===== src/rtl/noc_switch_alloc.sv =====
// Wormhole switch allocator for a 5-port mesh router: per-output round-robin grant, lock until tail.
// Latency: header seen at t locks at t+1; transfer, pop and select outputs are combinational.
// Backpressure: a locked output holds its owner with no pop while valid or out_ready is low.
module noc_switch_alloc (
    input  logic        clk,
    input  logic        rst,
    input  logic [4:0]  valid_i,
    input  logic [24:0] req_i,
    input  logic [4:0]  tail_i,
    input  logic [4:0]  out_ready_i,
    output logic [4:0]  deq_o,
    output logic [4:0]  out_valid_o,
    output logic [14:0] sel_o,
    output logic [4:0]  drop_o
);

    localparam int NPORT = 5;
    localparam int IW    = 3;

    typedef enum logic {
        ST_IDLE   = 1'b0,
        ST_LOCKED = 1'b1
    } state_t;

    // Per-output lock state, owning input and round-robin start point
    state_t          r_state [NPORT];
    logic [IW-1:0]   r_owner [NPORT];
    logic [IW-1:0]   r_ptr   [NPORT];

    logic [NPORT-1:0] w_req     [NPORT];   // indexed by input
    logic [NPORT-1:0] w_cand    [NPORT];   // [output][input]
    logic [IW-1:0]    w_gnt_idx [NPORT];
    logic [NPORT-1:0] w_gnt_vld;
    logic [NPORT-1:0] w_bound;
    logic [NPORT-1:0] w_legal;
    logic [NPORT-1:0] w_hdr;
    logic [NPORT-1:0] w_xfer;

    // Split the flat request bus into one vector per input queue
    always_comb begin
        for (int i = 0; i < NPORT; i++) begin
            w_req[i] = req_i[NPORT*i +: NPORT];
        end
    end

    // An input is bound while any locked output names it as owner
    always_comb begin
        w_bound = '0;
        for (int j = 0; j < NPORT; j++) begin
            for (int i = 0; i < NPORT; i++) begin
                if (r_state[j] == ST_LOCKED && r_owner[j] == IW'(i)) begin
                    w_bound[i] = 1'b1;
                end
            end
        end
    end

    // Header eligibility; a legal header names exactly one output, so it is a candidate for one output only
    always_comb begin
        for (int i = 0; i < NPORT; i++) begin
            w_legal[i] = $onehot(w_req[i]);
            w_hdr[i]   = valid_i[i] && !w_bound[i];
        end
        for (int j = 0; j < NPORT; j++) begin
            for (int i = 0; i < NPORT; i++) begin
                w_cand[j][i] = w_hdr[i] && w_legal[i] && w_req[i][j];
            end
        end
    end

    // Round-robin search per output starting at its pointer, wrapping 4 -> 0
    always_comb begin
        for (int j = 0; j < NPORT; j++) begin
            w_gnt_vld[j] = 1'b0;
            w_gnt_idx[j] = '0;
            for (int k = 0; k < NPORT; k++) begin
                int pos;
                pos = int'(r_ptr[j]) + k;
                if (pos >= NPORT) begin
                    pos = pos - NPORT;
                end
                if (!w_gnt_vld[j] && w_cand[j][pos]) begin
                    w_gnt_vld[j] = 1'b1;
                    w_gnt_idx[j] = IW'(pos);
                end
            end
        end
    end

    // A flit crosses a locked output when its owner has a flit and downstream accepts
    always_comb begin
        for (int j = 0; j < NPORT; j++) begin
            w_xfer[j] = (r_state[j] == ST_LOCKED) && valid_i[r_owner[j]] && out_ready_i[j];
        end
    end

    // Crossbar selects, strobes, pops and drops; all forced low while reset is held
    always_comb begin
        deq_o       = '0;
        out_valid_o = '0;
        sel_o       = '0;
        drop_o      = '0;
        if (!rst) begin
            for (int j = 0; j < NPORT; j++) begin
                if (r_state[j] == ST_LOCKED) begin
                    sel_o[IW*j +: IW] = r_owner[j];
                end
                if (w_xfer[j]) begin
                    out_valid_o[j]      = 1'b1;
                    deq_o[r_owner[j]]   = 1'b1;
                end
            end
            for (int i = 0; i < NPORT; i++) begin
                if (w_hdr[i] && !w_legal[i]) begin
                    drop_o[i] = 1'b1;
                    deq_o[i]  = 1'b1;
                end
            end
        end
    end

    // Per-output lock FSM: grant locks next edge, tail transfer releases and advances the pointer
    always_ff @(posedge clk or posedge rst) begin
        if (rst) begin
            for (int j = 0; j < NPORT; j++) begin
                r_state[j] <= ST_IDLE;
                r_owner[j] <= '0;
                r_ptr[j]   <= '0;
            end
        end else begin
            for (int j = 0; j < NPORT; j++) begin
                case (r_state[j])
                    ST_IDLE: begin
                        if (w_gnt_vld[j]) begin
                            r_state[j] <= ST_LOCKED;
                            r_owner[j] <= w_gnt_idx[j];
                        end
                    end
                    ST_LOCKED: begin
                        if (w_xfer[j] && tail_i[r_owner[j]]) begin
                            r_state[j] <= ST_IDLE;
                            r_ptr[j]   <= (r_owner[j] == IW'(NPORT-1)) ? '0 : r_owner[j] + 3'd1;
                        end
                    end
                    default: r_state[j] <= ST_IDLE;
                endcase
            end
        end
    end

endmodule


===== config.mk =====
export PLATFORM = sky130hd
export DESIGN_NAME = noc_switch_alloc
export DESIGN_NICKNAME = d
export VERILOG_FILES = /design/src/rtl/noc_switch_alloc.sv
export SDC_FILE = /design/constraint.sdc
export NUM_CORES = 1
export LEC_CHECK = 0
export BUFFER_PORTS_ARGS = -buffer_cell sky130_fd_sc_hd__buf_2
export CELL_PAD_IN_SITES_DETAIL_PLACEMENT = 2
export CELL_PAD_IN_SITES_GLOBAL_PLACEMENT = 2
export CORE_ASPECT_RATIO = 0.5
export CORE_MARGIN = 4
export CORE_UTILIZATION = 30
export DETAILED_ROUTE_END_ITERATION = 6
export PLACE_DENSITY = 0.78
export SYNTH_ARGS = -nofsm -noshare
export SYNTH_HDL_FRONTEND = slang
export SYNTH_SLANG_ARGS = --single-unit

===== constraint.sdc =====
create_clock -name clk -period 7.9 [get_ports clk]
set_input_delay 0.79 -clock clk [delete_from_list [all_inputs] [get_ports clk]]
set_output_delay 0.79 -clock clk [all_outputs]
set_load 0.1 [all_outputs]

==> impl_metrics.env <==
export IMPL_status="completed"
export IMPL_clkTransAtPathRegs_ns=0.06
export IMPL_slew_violations=0
export IMPL_cts_buffers_inserted=5
export IMPL_viasPerCell=6.02
export IMPL_r2r_cells=11
export IMPL_setup_tns_ns=0
export IMPL_fmax_mhz=203
export IMPL_grt_pass1_wl_um=57100
export IMPL_drt_wl_total_um=36100
export IMPL_grt_antenna_before_repair=2
export IMPL_cp_arrival_ns=5.11
export IMPL_die_w_um=245
export IMPL_post_drt_wl_per_cell_um=23.1
export IMPL_ios=72
export IMPL_synth_commonest_cells="inv_1, nor2_1, ha_1"
export IMPL_coreArea_sq_mm=0.0270
export IMPL_rsz0062_at_grt="false"
export IMPL_hold_path_class="in2async"
export IMPL_grt_remaining_overflow=0
export IMPL_cts_tree="yes"
export IMPL_fp_row_count=42
export IMPL_cp_end_kind="flop"
export IMPL_required_ns=8.08
export IMPL_ys_ff_latch=35
export IMPL_ff2ff_setup_slack_ns=3.12
export IMPL_drt_iter0_drc=690
export IMPL_cts_setup_buffers=0
export IMPL_crit_end="r_owner[6]"
export IMPL_critPathLaunch="req_i[15]"
export IMPL_first_global_vias=10000
export IMPL_drive_gt1_frac=0.108
export IMPL_clk_latency_ns=0.29
export IMPL_gp_congestion=0.915
export IMPL_die_h_um=126
export IMPL_dp_final_hpwl_um=28800
export IMPL_timing_rr_start="r_ptr[9]"
export IMPL_htree_levels=2
export IMPL_first_pass_iters=6
export IMPL_die_area_sq_mm=0.0309
export IMPL_cap_violations=0
export IMPL_worst_pin_slew_ns=0.943
export IMPL_synth_distinct_cells=89
export IMPL_avgSynthCellArea_sq_um=7.19
export IMPL_vias=9416
export IMPL_cts_resized=0
export IMPL_critical_path_class="in2reg"
export IMPL_netlist_area_leader_share=0.130
export IMPL_ctsHoldBuffers=0
export IMPL_ant_nets=0
export IMPL_slew_headroom=0.367
export IMPL_synth_warnings=0
export IMPL_syn_instance_count=1168
export IMPL_min_period_ns=4.93
export IMPL_timing_rr_end="r_owner[9]"
export IMPL_io_buffers=71
export IMPL_ys_seq_area_frac=0.104
export IMPL_grt_total_usage=0.225
export IMPL_worst_setup_path_start_kind="input port"
export IMPL_async_flop_share=1.00
export IMPL_clock_path_buffers=2
export IMPL_netlist_area_sq_mm=0.00840
export IMPL_grt_max_degree=35
export IMPL_synth_area_leader_cell="ha_1"
export IMPL_final_nets=1327
export IMPL_period_share=0.625
export IMPL_synth_edf_count=0
export IMPL_critPathMaxFanout=7
export IMPL_synth_area_leaders="ha_1, dfrtp_1, mux2i_1, a21oi_1, o21ai_0"
export IMPL_syn_nets=1307
export IMPL_hold_viol=0
export IMPL_setup_viol=0
export IMPL_area_growth_synth_to_final_pct=8.52
export IMPL_start_util=0.311
export IMPL_fin_util=0.338
export IMPL_yosys_cell_count_top_type="inv_1"
export IMPL_finClkSkew_ns=0.00715
export IMPL_ys_flop_type="dfrtp_1"
export IMPL_drc=0
export IMPL_cts_sinks=35
export IMPL_cts_root_buf="clkbuf_16"
[cell usage in the layout, fill, tap and decap left out, types with 10 or more instances in the layout]
cell type / netlist / final
ha_1: 87 / 87
o211ai_1: 16 / 16
a31oi_1: 19 / 19
nand3b_1: 23 / 23
and3_1: 10 / 10
o22ai_1: 18 / 18
nor2_1: 96 / 96
or4_1: 10 / 10
a211oi_1: 19 / 19
o21ai_0: 74 / 74
xnor2_1: 18 / 18
and2_1: 11 / 11
nor2b_1: 19 / 19
or3_1: 12 / 12
and4_1: 12 / 12
a21o_1: 16 / 16
dfrtp_1: 35 / 35
mux2i_1: 43 / 43
nand2_1: 83 / 83
inv_1: 98 / 98
buf_2: 15 / 71
nand3_1: 43 / 43
a21oi_1: 75 / 75
nand2b_1: 17 / 17
nor3_1: 46 / 46
nand4_1: 27 / 27
fa_1: 10 / 10
nor4_1: 11 / 11
[critical path, cell delays in order]
cell     delay, ns
buf_2         0.15
inv_1         0.08
fa_1          0.49
fa_1          0.37
inv_1         0.06
ha_1          0.26
nor3_1        0.42
nand4_1       0.54
nor2_1        0.48
mux2i_1       0.19
a221o_1       0.42
nand3_2       0.13
nor3b_2       0.08
or4_1         0.51
o211a_1       0.12
[metal layers]
| layer | share of wire | global-route usage | up-vias |
|---|---|---|---|
| met5 | 0 | 0 | - |
| met4 | 0.019 | 0.0496 | 0 |
| met3 | 0.041 | 0.0272 | 53 |
| met2 | 0.48 | 0.397 | 205 |
| met1 | 0.46 | 0.298 | 4802 |
| li1 | - | - | 4356 |
[kinds of logic (layout without fill, tap and decap cells)]
group / count (synthesis) / after routing / synth area share
compound gates: 346 / 346 / 0.277
xor+xnor: 23 / 23 / 0.0240
fa+ha+maj: 97 / 97 / 0.153
buf+inv: 161 / 182 / 0.0768
flops: 35 / 35 / 0.104
mux: 57 / 57 / 0.0771
other cells: 0 / 1 / 0
simple gates: 449 / 449 / 0.288
[layout make-up]
type / instances / area [sq um]
inverter: 101 / 379
sequential: 35 / 876
tap: 374 / 468
fill: 3287 / 17900
antenna: 1 / 2.50
clock buffer: 6 / 129
clock inverter: 2 / 12.5
multi-input combinational: 972 / 6880
timing repair buffer: 73 / 370
[state kept, by name (all words and copies together), names as in the netlist]
name	cells
r_owner	15
r_ptr	15
r_state	5
[how the worst min path moves through the flow]
| stage | cells after the start | endpoint | start | slack (ns) |
|---|---|---|---|---|
| finish | 2 | r_ptr[5] | rst | 0.73 |
| global route | 2 | r_owner[14] | r_owner[14] | 0.75 |
| CTS | 2 | r_ptr[5] | rst | 0.74 |
| detailed placement | 2 | r_owner[14] | r_owner[14] | 0.72 |
| global placement | 2 | r_owner[14] | r_owner[14] | 0.69 |
| floorplan | 3 | r_owner[14] | r_owner[14] | 0.59 |
[stage by stage]
step           instance area [sq um]  instances  setup WS, ns  hold WS (ns)
2_1_floorplan                   8400       1168          2.25         0.590
3_3_place_gp                    8970       1555          2.96         0.690
3_5_place_dp                    8970       1555          2.77         0.716
4_1_cts                         9110       1563          3.07         0.735
5_1_grt                         9120       1564          2.75         0.752
6_report                        9120       1564          2.97         0.732
Power is left out: the tool's default activity adds up to more than one toggle a clock period on the data nets, which glitch-free logic cannot reach.
